--- src/rtl/sync_fifo_ctrl_if.sv ---
// Bus interface for sync_fifo_ctrl.
// Groups the write/read request side and the status/data return side.
//   master : drives data_bus_in, write_ins, read_ins, flush, clear_flags
//            and observes data and status.
//   slave  : the FIFO side (the reverse of master).
interface sync_fifo_ctrl_if #(
  parameter int DEPTH = 32,
  parameter int WIDTH = 8
);
  localparam int CNT_W = $clog2(DEPTH + 1);

  logic [WIDTH-1:0] data_bus_in;
  logic             write_ins;
  logic             read_ins;
  logic             flush;
  logic             clear_flags;
  logic [WIDTH-1:0] data_bus_out;
  logic             data_valid;
  logic             full;
  logic             empty;
  logic             almost_full;
  logic             almost_empty;
  logic [CNT_W-1:0] counter_elem;
  logic             overflow;
  logic             underflow;

  modport master (
    output data_bus_in, write_ins, read_ins, flush, clear_flags,
    input  data_bus_out, data_valid, full, empty, almost_full, almost_empty,
           counter_elem, overflow, underflow
  );

  modport slave (
    input  data_bus_in, write_ins, read_ins, flush, clear_flags,
    output data_bus_out, data_valid, full, empty, almost_full, almost_empty,
           counter_elem, overflow, underflow
  );
endinterface

--- src/rtl/sync_fifo_ctrl.sv ---
// Single-clock FIFO controller with storage, show-ahead or registered output,
// programmable almost-full/almost-empty levels, synchronous flush and sticky
// overflow/underflow flags.
// Ports:
//   clk   : system clock, rising edge
//   rst_n : asynchronous active-low reset
//   bus   : sync_fifo_ctrl_if slave modport (data in/out, requests, status)
module sync_fifo_ctrl #(
  parameter int DEPTH        = 32,
  parameter int WIDTH        = 8,
  parameter bit FWFT         = 1'b1,
  parameter int AFULL_LEVEL  = DEPTH - 4,
  parameter int AEMPTY_LEVEL = 4
) (
  input logic             clk,
  input logic             rst_n,
  sync_fifo_ctrl_if.slave bus
);
  localparam int CNT_W = $clog2(DEPTH + 1);
  localparam int PTR_W = $clog2(DEPTH);
  localparam logic [PTR_W-1:0] LastPtr  = PTR_W'(DEPTH - 1);
  localparam logic [CNT_W-1:0] DepthCnt = CNT_W'(DEPTH);

  logic [WIDTH-1:0] mem [DEPTH];
  logic [PTR_W-1:0] wr_ptr_q, wr_ptr_d;
  logic [PTR_W-1:0] rd_ptr_q, rd_ptr_d;
  logic [CNT_W-1:0] count_q, count_d;
  logic             overflow_q, underflow_q;
  logic             full, empty;
  logic             rd_acc, wr_acc;
  logic             ovf_set, unf_set;

  assign full  = (count_q == DepthCnt);
  assign empty = (count_q == '0);

  // Flush wins over everything in its cycle: no accepts, no error flags.
  assign rd_acc  = bus.read_ins & ~empty & ~bus.flush;
  assign wr_acc  = bus.write_ins & (~full | rd_acc) & ~bus.flush;
  assign ovf_set = bus.write_ins & full & ~rd_acc & ~bus.flush;
  assign unf_set = bus.read_ins & empty & ~bus.flush;

  // Explicit wrap so non-power-of-two depths work.
  always_comb begin
    wr_ptr_d = wr_ptr_q;
    rd_ptr_d = rd_ptr_q;
    count_d  = count_q;
    if (wr_acc) wr_ptr_d = (wr_ptr_q == LastPtr) ? '0 : wr_ptr_q + PTR_W'(1);
    if (rd_acc) rd_ptr_d = (rd_ptr_q == LastPtr) ? '0 : rd_ptr_q + PTR_W'(1);
    case ({wr_acc, rd_acc})
      2'b10:   count_d = count_q + CNT_W'(1);
      2'b01:   count_d = count_q - CNT_W'(1);
      default: count_d = count_q;
    endcase
  end

  always_ff @(posedge clk or negedge rst_n) begin
    if (!rst_n) begin
      wr_ptr_q    <= '0;
      rd_ptr_q    <= '0;
      count_q     <= '0;
      overflow_q  <= 1'b0;
      underflow_q <= 1'b0;
    end else begin
      if (bus.flush) begin
        wr_ptr_q <= '0;
        rd_ptr_q <= '0;
        count_q  <= '0;
      end else begin
        wr_ptr_q <= wr_ptr_d;
        rd_ptr_q <= rd_ptr_d;
        count_q  <= count_d;
      end
      // Set beats clear when both happen together.
      overflow_q  <= ovf_set | (overflow_q & ~bus.clear_flags);
      underflow_q <= unf_set | (underflow_q & ~bus.clear_flags);
    end
  end

  // Storage is not reset.
  always_ff @(posedge clk) begin
    if (wr_acc) mem[wr_ptr_q] <= bus.data_bus_in;
  end

  generate
    if (FWFT) begin : g_show_ahead
      assign bus.data_bus_out = mem[rd_ptr_q];
      assign bus.data_valid   = ~empty;
    end else begin : g_registered
      logic [WIDTH-1:0] dout_q;
      logic             valid_q;
      always_ff @(posedge clk or negedge rst_n) begin
        if (!rst_n) begin
          dout_q  <= '0;
          valid_q <= 1'b0;
        end else begin
          valid_q <= rd_acc;
          if (rd_acc) dout_q <= mem[rd_ptr_q];
        end
      end
      assign bus.data_bus_out = dout_q;
      assign bus.data_valid   = valid_q;
    end
  endgenerate

  assign bus.full         = full;
  assign bus.empty        = empty;
  assign bus.almost_full  = (int'(count_q) >= AFULL_LEVEL);
  assign bus.almost_empty = (int'(count_q) <= AEMPTY_LEVEL);
  assign bus.counter_elem = count_q;
  assign bus.overflow     = overflow_q;
  assign bus.underflow    = underflow_q;
endmodule

--- src/flat_wrapper.sv ---
// flat-port wrapper written by rule: the top's interface ports become plain ports
module sync_fifo_ctrl_flat 
#(
  parameter int DEPTH        = 32,
  parameter int WIDTH        = 8,
  parameter bit FWFT         = 1'b1,
  parameter int AFULL_LEVEL  = DEPTH - 4,
  parameter int AEMPTY_LEVEL = 4
)
  (clk, rst_n, bus_data_bus_in, bus_write_ins, bus_read_ins, bus_flush, bus_clear_flags, bus_data_bus_out, bus_data_valid, bus_full, bus_empty, bus_almost_full, bus_almost_empty, bus_counter_elem, bus_overflow, bus_underflow);
  sync_fifo_ctrl_if #(.DEPTH(DEPTH), .WIDTH(WIDTH)) bus_i ();
  input logic clk;
  input logic rst_n;
  input wire logic [$bits(bus_i.data_bus_in)-1:0] bus_data_bus_in;
  input wire logic [$bits(bus_i.write_ins)-1:0] bus_write_ins;
  input wire logic [$bits(bus_i.read_ins)-1:0] bus_read_ins;
  input wire logic [$bits(bus_i.flush)-1:0] bus_flush;
  input wire logic [$bits(bus_i.clear_flags)-1:0] bus_clear_flags;
  output wire logic [$bits(bus_i.data_bus_out)-1:0] bus_data_bus_out;
  output wire logic [$bits(bus_i.data_valid)-1:0] bus_data_valid;
  output wire logic [$bits(bus_i.full)-1:0] bus_full;
  output wire logic [$bits(bus_i.empty)-1:0] bus_empty;
  output wire logic [$bits(bus_i.almost_full)-1:0] bus_almost_full;
  output wire logic [$bits(bus_i.almost_empty)-1:0] bus_almost_empty;
  output wire logic [$bits(bus_i.counter_elem)-1:0] bus_counter_elem;
  output wire logic [$bits(bus_i.overflow)-1:0] bus_overflow;
  output wire logic [$bits(bus_i.underflow)-1:0] bus_underflow;
  assign bus_i.data_bus_in = bus_data_bus_in;
  assign bus_i.write_ins = bus_write_ins;
  assign bus_i.read_ins = bus_read_ins;
  assign bus_i.flush = bus_flush;
  assign bus_i.clear_flags = bus_clear_flags;
  assign bus_data_bus_out = bus_i.data_bus_out;
  assign bus_data_valid = bus_i.data_valid;
  assign bus_full = bus_i.full;
  assign bus_empty = bus_i.empty;
  assign bus_almost_full = bus_i.almost_full;
  assign bus_almost_empty = bus_i.almost_empty;
  assign bus_counter_elem = bus_i.counter_elem;
  assign bus_overflow = bus_i.overflow;
  assign bus_underflow = bus_i.underflow;
  sync_fifo_ctrl #(.DEPTH(DEPTH), .WIDTH(WIDTH), .FWFT(FWFT), .AFULL_LEVEL(AFULL_LEVEL), .AEMPTY_LEVEL(AEMPTY_LEVEL)) u_core (.clk(clk), .rst_n(rst_n), .bus(bus_i));
endmodule
--- config.mk ---
export PLATFORM = sky130hd
export DESIGN_NAME = sync_fifo_ctrl_flat
export DESIGN_NICKNAME = d
export VERILOG_FILES = /design/src/rtl/sync_fifo_ctrl_if.sv /design/src/rtl/sync_fifo_ctrl.sv /design/src/flat_wrapper.sv
export SDC_FILE = /design/constraint.sdc
export NUM_CORES = 1
export LEC_CHECK = 0
export CAP_MARGIN = 20
export CORE_MARGIN = 5
export CORE_UTILIZATION = 25
export CTS_CLUSTER_SIZE = 25
export DETAILED_ROUTE_END_ITERATION = 16
export DONT_BUFFER_PORTS = 1
export PLACE_DENSITY = 0.41
export SETUP_SLACK_MARGIN = 0.5
export SLEW_MARGIN = 30
export SYNTH_ARGS = -nofsm -noshare
export SYNTH_HDL_FRONTEND = slang
export SYNTH_SLANG_ARGS = --single-unit
--- constraint.sdc ---
create_clock -name clk -period 2.55 [get_ports clk]
set_clock_uncertainty 0.05 [all_clocks]
set_input_delay 0.51 -clock clk [delete_from_list [all_inputs] [get_ports clk]]
set_output_delay 0.51 -clock clk [all_outputs]
set_load 0.03 [all_outputs]
==> run metrics, run 1 <==
Worst-Skew Late Latency 0.55 ns; EDFF count, synth 256; GP Congestion 0.719; post-DR wirelength/cell 21.5 um; Layout Cells excl Fill 1,274; CP max stage cell mux4_2; clock buffer count from CTS 31; Slew @ Worst Pin 0.525 ns; commonest register cell after synthesis edfxtp_1; IO buf count 0; combinational family with the most area after synthesis multiplexers; Hold Path Class in -> reg; mux share of post-synthesis cell area 0.173; Final Hold Viols 0; Rows 77; Die ar. 0.0490 mm2; post-synth net total 580; Worst slew margin 0.649; initial detailed-routing violation count 450; IO Pins 35; CTS tree yes; simple-gate share of the synthesized area 0.0468; share of the synthesized area in the top cell type 0.688; proportion of layout cells with a drive suffix above 1 0.460; Unique masters post-synth 45; DP Wirelength 17.3 mm; DP Area 0.0125 mm2; commonest cells after routing, fill and taps aside 256 x edfxtp_1, 80 x mux4_2, 49 x buf_12, 34 x nor2_4, 31 x clkbuf_16; clk buf depth 3; Post-Synth XOR/XNOR Area 0.00235; routed vias/inst 4.46; period utilization 1.30; die width 221 um; Slew Viols, Final 0; fin area 0.0149 mm2; ant diodes 0; power per cell area 892 mW/mm2; Synth area leader edfxtp_1; critical path's top delay family multiplexers; fraction of registers with async set/reset 0.0657; P_leak 4.60 nW; fmax 0.303 GHz; synthesized instance count 556; #FFs+latches synth 274; clock tree sinks 274; # DRC 0; vias in the first global route 5,986; Synth Warn # 0; endpoints failing setup 8; placed cells 1,152; Nets 684; crit end category primary output; pin count of the biggest net entering global routing 33; Crit Path Class reg -> out; Area Overhead vs Synth 33.1%; initial core utilization 0.253; crit path max fanout 12; maxcap violations 0; Period minus WS final 3.30 ns; setup ws final -0.753 ns; die height 221 um; data required time of the critical path 1.99 ns; antenna violations before repair 0; failing checks negative setup slack; worst path arrival time 2.74 ns; drt pass-1 iters 4; Layout fillers 4,138; status finished with violations; GR Overflow Total 0; CP cell instances buf_12, buf_12, mux4_2, mux4_2, mux2_4; Netlist Area Pre-Place 0.0112 mm2; Routed Antenna Nets 0; unrepaired setup endpoints after global routing true; top cells by area, synth edfxtp_1 69%, mux4_2 16%, dfrtp_1 4.0%, nor2_1 1.4%, ha_1 1.1%; register area share after synthesis 0.728; final WL 27.4 mm; Worst VDD drop 482 uV; compound-gate portion of the synthesized area 0.0242; Mean Syn Cell Area 20.1 um2; DR vias 5,687; Synth Area in Adders 0.0112; first-pass GRT wire length 40.6 mm; slowest stage delay, CP 0.54 ns; CTS clk-pin slew, worst paths 0.06 ns; GRT Total Usage 0.110; worst path buffer plus inverter count 2; core region area 0.0442 mm2; Startpoint Class register; H-tree depth 1; commonest non-fill, non-tap cell in the layout edfxtp_1; clk root buf clkbuf_16
registers in the layout, indices dropped and copies added, names as in the netlist:
register / flops
u_core.bus.counter_elem: 6
u_core.rd_ptr_q: 5
u_core.bus.underflow: 1
u_core.bus.overflow: 1
u_core.mem: 256
u_core.wr_ptr_q: 5
through the flow:
stage,total power [mW],hold WS [ns],setup slack [ns],setup TNS [ns],util
floorplan,7.39,0.164,-0.0387,-0.309,-
global placement,8.17,0.165,-0.243,-1.67,0.283
detailed placement,8.18,0.165,-0.230,-1.68,0.283
CTS,13.2,0.0194,-0.827,-6.46,0.325
global route,13.9,0.0248,-0.861,-6.73,0.336
finish,13.3,0.0525,-0.753,-5.88,0.336
metal layers:
layer,track usage,up-vias,part of all wire
li1,-,2510,-
met1,0.153,3011,0.43
met2,0.179,130,0.49
met3,0.0215,36,0.061
met4,0.0256,0,0.016
met5,0,-,0
power by group:
part	internal [mW]	total (mW)	leakage (nW)	switching, mW
clock	2.72	4.44	0.505	1.72
combinational	1.95	3.71	1.56	1.76
sequential	5.00	5.11	2.53	0.109
total	9.66	13.3	4.60	3.59
kinds of logic after synthesis:
logic type	Yosys count
buffers and inverters	34
muxes	92
and+or+nand+nor	104
xor gates and xnor gates	3
DFF	274
adders and majority gates	10
AOI/OAI and AO/OA	39
cell type report:
| cell class | count | area, um2 | area share |
|---|---|---|---|
| clock buffers | 35 | 791 | 0.0532 |
| repair buffers | 100 | 1500 | 0.101 |
| flip-flops and latches | 274 | 8150 | 0.548 |
| clock inverters | 20 | 233 | 0.0156 |
| inverters | 5 | 22.5 | 0.00151 |
| well taps | 592 | 741 | 0.0498 |
| multi-input cells | 248 | 3440 | 0.231 |
synthesized netlist by cell type, drive strengths merged, types with 5 or more instances:
| master | count |
|---|---|
| nand3 | 9 |
| mux4 | 80 |
| ha | 10 |
| inv | 5 |
| dfrtp | 18 |
| nor2 | 42 |
| nand2b | 5 |
| nor3 | 6 |
| nand2 | 17 |
| edfxtp | 256 |
| buf | 11 |
| mux2 | 10 |
| clkbuf | 18 |
| o21ai | 9 |
| a21oi | 14 |
timing repair:
action                                  CTS  global route
pin swaps                                30            32
endpoints found under the setup margin  278           259
gates resized for setup                  41            40
hold buffers                             11             1
gates cloned                              1             0
setup buffers                            29            25
hold endpoints to repair                286            18
final timing paths:
check / startpoint / endpoint / slack, ns / depth (start not counted)
min: bus_write_ins / u_core.wr_ptr_q[1]$_DFFE_PN0P_ / 0.05 / 2
min reg2reg: u_core.rd_ptr_q[4]$_DFFE_PN0P_ / u_core.rd_ptr_q[4]$_DFFE_PN0P_ / 0.53 / 2
max: u_core.rd_ptr_q[0]$_DFFE_PN0P_ / bus_data_bus_out[0] / -0.75 / 5
max in group asynchronous: rst_n / u_core.rd_ptr_q[0]$_DFFE_PN0P_ / 1.66 / 2
max reg2reg: u_core.rd_ptr_q[0]$_DFFE_PN0P_ / u_core.rd_ptr_q[2]$_DFFE_PN0P_ / 0.04 / 8
min in group asynchronous: rst_n / u_core.bus.overflow$_DFF_PN0_ / 0.40 / 2
(Power assumes the default switching activity.)
==> inputs of run 2 (changes only) <==
- PLACE_DENSITY: 0.41 -> 0.42
==> run 2 against run 1 <==
Compared with the run above: the flow still finishes with violations (negative setup slack); critical endpoint unchanged; wire length is 4.6% higher; combinational power is 4% higher; critical path type unchanged; clock power up 2%; power grew 1.8%; non-clock buffer count decreased by 9.
==> run metrics, run 2 (synthesis gave the netlist of run 1 again) <==
Layout Cells excl Fill 1,266; vias in the first global route 6,016; IO Pins 35; DP Wirelength 17.5 mm; Design Power 13.5 mW; Slew @ Worst Pin 0.511 ns; GRT Total Usage 0.113; commonest non-fill, non-tap cell in the layout edfxtp_1; DR vias 5,747; crit end category primary output; first-pass GRT wire length 41.7 mm; setup TNS -5.90 ns; final WL 28.6 mm; data required time of the critical path 1.99 ns; WHS 0.0311 ns; period utilization 1.30; core region area 0.0442 mm2; die height 221 um; placed cells 1,149; commonest cells after routing, fill and taps aside 256 x edfxtp_1, 80 x mux4_2, 41 x buf_12, 33 x nor2_4, 33 x clkbuf_16; Layout fillers 4,123; initial core utilization 0.253; clk buf depth 3; Die ar. 0.0490 mm2; post-DR wirelength/cell 22.6 um; ant diodes 0; R2R Path Start u_core.bus.counter_elem[4]$_DFFE_PN0P_; initial detailed-routing violation count 560; unrepaired setup endpoints after global routing true; final core occ 0.334; fmax 0.302 GHz; die width 221 um; worst path arrival time 2.75 ns; P_leak 4.54 nW; routed vias/inst 4.54; maxcap violations 0; clock buffer count from CTS 31; Worst slew margin 0.659; # DRC 0; setup ws final -0.758 ns; Hold Path Stages 2; Nets 675; Slew Viols, Final 0; clock tree sinks 274; IO buf count 0; flop-to-flop setup slack 0.18 ns; GR Overflow Total 0; Largest register FFs 256; power per cell area 914 mW/mm2; pin count of the biggest net entering global routing 33; status finished with violations; reg-to-reg endpoint u_core.bus.counter_elem[4]$_DFFE_PN0P_; Area Overhead vs Synth 32.2%; endpoints failing setup 8; Final Hold Viols 0; Crit Path Class reg -> out; CP Launch Point u_core.rd_ptr_q[0]$_DFFE_PN0P_; Register-to-Register Path Depth 9; CTS tree yes; Routed Antenna Nets 0; drt pass-1 iters 5; clk root buf clkbuf_16; most flop-heavy register u_core.mem; antenna violations before repair 0; crit path max fanout 7; Rows 77; Startpoint Class register; Worst VDD drop 648 uV; failing checks negative setup slack; Period minus WS final 3.31 ns; GP Congestion 0.734; proportion of layout cells with a drive suffix above 1 0.453; Hold Path Class in -> reg; Hold EP u_core.wr_ptr_q[1]$_DFFE_PN0P_; Worst-Skew Late Latency 0.57 ns; Hold Crit Start bus_write_ins; H-tree depth 1; CTS clk-pin slew, worst paths 0.06 ns
[run 2: changes by cell type in the layout (fill, tap and decap cells not counted), moves of 3 or more]
cell      before  now
clkinv_2       8    2
buf_8          1    4
buf_12        49   41
buf_6         25   20
clkbuf_1       4    9
[run 2: timing repair]
action | in CTS | in global routing
setup buffers | 35 | 11
hold endpoints to repair | 286 | 18
setup endpoints to repair | 277 | 229
hold buffers | 11 | 1
gates resized for setup | 47 | 39
pin swaps | 40 | 22
gates cloned | 1 | 2
[run 2: how the worst max path moves through the flow]
stage	cells after the start	to
2_1_floorplan	6	bus_data_bus_out[0]
3_3_place_gp	4	bus_data_bus_out[7]
3_5_place_dp	4	bus_data_bus_out[7]
4_1_cts	5	bus_data_bus_out[7]
5_1_grt	5	bus_data_bus_out[0]
6_report	5	bus_data_bus_out[0]
[run 2: layout make-up]
class / instances / area, um2 / share of cell area
clock buffers: 41 / 823 / 0.0557
clock inverters: 15 / 220 / 0.0149
inverters: 5 / 23.8 / 0.00161
multi-input cells: 248 / 3450 / 0.233
flip-flops and latches: 274 / 8150 / 0.552
well taps: 592 / 741 / 0.0502
repair buffers: 91 / 1360 / 0.0922
[run 2: per-layer routing]
layer  track usage  vias up  wire length, um
li1              -     2497                -
met1         0.159     3070            13000
met2         0.181      148            13600
met3        0.0286       32             1620
met4        0.0206        0              479
met5             0        -                0
[run 2: metrics by stage]
stage	worst slack [ns]	instance area [um2]
after floorplan	-0.0387	11600
after global placement	-0.241	12500
after detailed placement	-0.263	12500
after CTS	-0.817	14400
after global routing	-0.830	14800
final	-0.758	14800
[run 2: power by group]
group / leakage, nW / total [mW] / switching, mW / internal (mW)
clock: 0.503 / 4.55 / 1.78 / 2.77
combinational: 1.50 / 3.86 / 1.89 / 1.97
sequential: 2.53 / 5.09 / 0.0923 / 5.00
total: 4.54 / 13.5 / 3.76 / 9.74
[run 2: worst max-delay path: stages, from the launching register on]
cell     delay (ns)
dfrtp_4        0.44
buf_6          0.16
buf_12         0.14
mux4_2         0.56
mux4_2         0.52
mux2_4         0.34
==> inputs of run 3 (changes only) <==
--- a/config.mk
+++ b/config.mk
@@ -14,2 +14,3 @@
 export PLACE_DENSITY = 0.42
+export RECOVER_POWER = 50
 export SETUP_SLACK_MARGIN = 0.5
--- a/constraint.sdc
+++ b/constraint.sdc
@@ -4,2 +4,2 @@
 set_output_delay 0.51 -clock clk [all_outputs]
-set_load 0.03 [all_outputs]
+set_load 0.005 [all_outputs]
==> run 3 against run 2 <==
Compared with the run above: the run ends with max-capacitance violations, max-slew violations, negative setup slack left; worst hold slack improved by 0.0050 ns; register-to-register slack got worse by 0.20 ns; non-clock buffer count rose by 3; wire length barely moved; sequential share of layout area rose by 0.72 points; cell count barely moved; cell area fell by 1.4%; die area did not move; clock power fell by 7.9%; core utilization fell by 0.46 points; combinational power fell by 16%.
==> run metrics, run 3 (synthesis gave the netlist of run 1 again) <==
status finished with violations; failing checks max-capacitance violations, max-slew violations, negative setup slack; Logic pwr share 0.259; fmax 0.304 GHz; endpoints failing setup 10; Worst-Skew Late Latency 0.56 ns; pin count of the biggest net entering global routing 37; reg-to-reg endpoint u_core.bus.counter_elem[4]$_DFFE_PN0P_; H-tree depth 1; initial core utilization 0.253; Switch Pwr 3.33 mW; Crit Path Class reg -> out; drt pass-1 iters 4; final WL 28.6 mm; Nets 677; Placement Setup Slack -0.217 ns; commonest cells after routing, fill and taps aside 256 x edfxtp_1, 80 x mux4_2, 44 x buf_12, 34 x nor2_4, 32 x clkbuf_16; IO Pins 35; clock buffer count from CTS 30; crit path max fanout 8; P_leak 4.44 nW; setup ws final -0.736 ns; Largest register FFs 256; first-pass GRT wire length 42.2 mm; ant diodes 0; CTS clk-pin slew, worst paths 0.06 ns; final core occ 0.329; Final Hold Viols 0; R2R Path Start u_core.bus.counter_elem[4]$_DFFE_PN0P_; clk root buf clkbuf_16; GRT Total Usage 0.115; Area Overhead vs Synth 30.4%; unrepaired setup endpoints after global routing true; post-DR wirelength/cell 22.6 um; Switching Share 0.266; proportion of layout cells with a drive suffix above 1 0.428; clock share of power 0.335; Layout fillers 4,186; Worst slew margin -0.0646; DR vias 5,782; power per cell area 858 mW/mm2; DP Wirelength 17.4 mm; setup TNS -5.76 ns; crit path capture bus_data_bus_out[5]; Register-to-Register Path Depth 9; # DRC 0; Die ar. 0.0490 mm2; Startpoint Class register; Slew @ Worst Pin 1.60 ns; Hold Path Class in -> reg; die width 221 um; commonest non-fill, non-tap cell in the layout edfxtp_1; Int Pwr 9.17 mW; maxcap violations 2; Design Power 12.5 mW; GR Overflow Total 0; Slew Viols, Final 65; antenna violations before repair 0; routed vias/inst 4.56; worst path arrival time 2.73 ns; vias in the first global route 6,227; clk buf depth 3; data required time of the critical path 1.99 ns; Rows 77; FF+latch area 0.00815 mm2; crit end category primary output; Period minus WS final 3.29 ns; flop-to-flop setup slack -0.02 ns; WHS 0.0361 ns; core region area 0.0442 mm2; multi-input logic area 0.00340 mm2; CP Launch Point u_core.rd_ptr_q[0]$_DFFE_PN0P_; initial detailed-routing violation count 380; period utilization 1.29; CTS tree yes; Hold Path Stages 2; GP Congestion 0.743; Routed Antenna Nets 0; Seq pwr share 0.406; Worst VDD drop 350 uV; IO buf count 0; clock tree sinks 274; die height 221 um; most flop-heavy register u_core.mem
[run 3: critical path, cell delays in order (launching register included)]
cell	delay (ns)
dfrtp_4	0.54
buf_12	0.14
buf_16	0.14
mux4_2	0.51
mux4_2	0.51
mux2_4	0.33
[run 3: per-layer routing]
layer	GRT usage	wire length, um	vias up
met5	0	0	-
met4	0.0248	413	0
met3	0.0236	1710	33
met2	0.194	14300	145
met1	0.155	12200	3102
li1	-	-	2502
[run 3: worst min path at each step]
stage	endpoint	slack [ns]	startpoint
after global placement	u_core.bus.underflow$_DFF_PN0_	0.17	rst_n
final	u_core.wr_ptr_q[1]$_DFFE_PN0P_	0.04	bus_write_ins
after detailed placement	u_core.bus.underflow$_DFF_PN0_	0.17	rst_n
after CTS	u_core.wr_ptr_q[1]$_DFFE_PN0P_	0.009	bus_write_ins
after floorplan	u_core.bus.counter_elem[0]$_DFFE_PN0P_	0.16	rst_n
after global routing	u_core.rd_ptr_q[1]$_DFFE_PN0P_	0.02	bus_read_ins
[run 3: what timing repair did]
item,4_1_cts,5_1_grt
gates resized for setup,33,47
hold buffers,11,1
hold endpoints to repair,286,18
pin swaps,35,12
buffers inserted,39,16
gates cloned,1,1
endpoints found under the setup margin,267,203
[run 3: final cells by class]
class	instances	share of cell area
flip-flops and latches	274	0.559
multi-input cells	248	0.234
repair buffers	94	0.0893
clock buffers	35	0.0543
well taps	592	0.0509
clock inverters	19	0.0111
inverters	5	0.00163
[run 3: power groups by stage]
stage | Clock, mW | Combinational, mW | Sequential (mW)
6_report | 4.19 | 3.24 | 5.08
5_1_grt | 4.52 | 3.49 | 5.08
4_1_cts | 4.30 | 3.05 | 5.09
3_5_place_dp | 0 | 2.59 | 5.18
3_3_place_gp | 0 | 2.60 | 5.17
2_1_floorplan | 0 | 1.90 | 5.16
[run 3: per-stage QoR]
stage	cell area (um2)	cells
after detailed placement	12400	1144
after CTS	14400	1249
after global placement	12400	1144
after global routing	14600	1267
after floorplan	11600	556
final	14600	1267
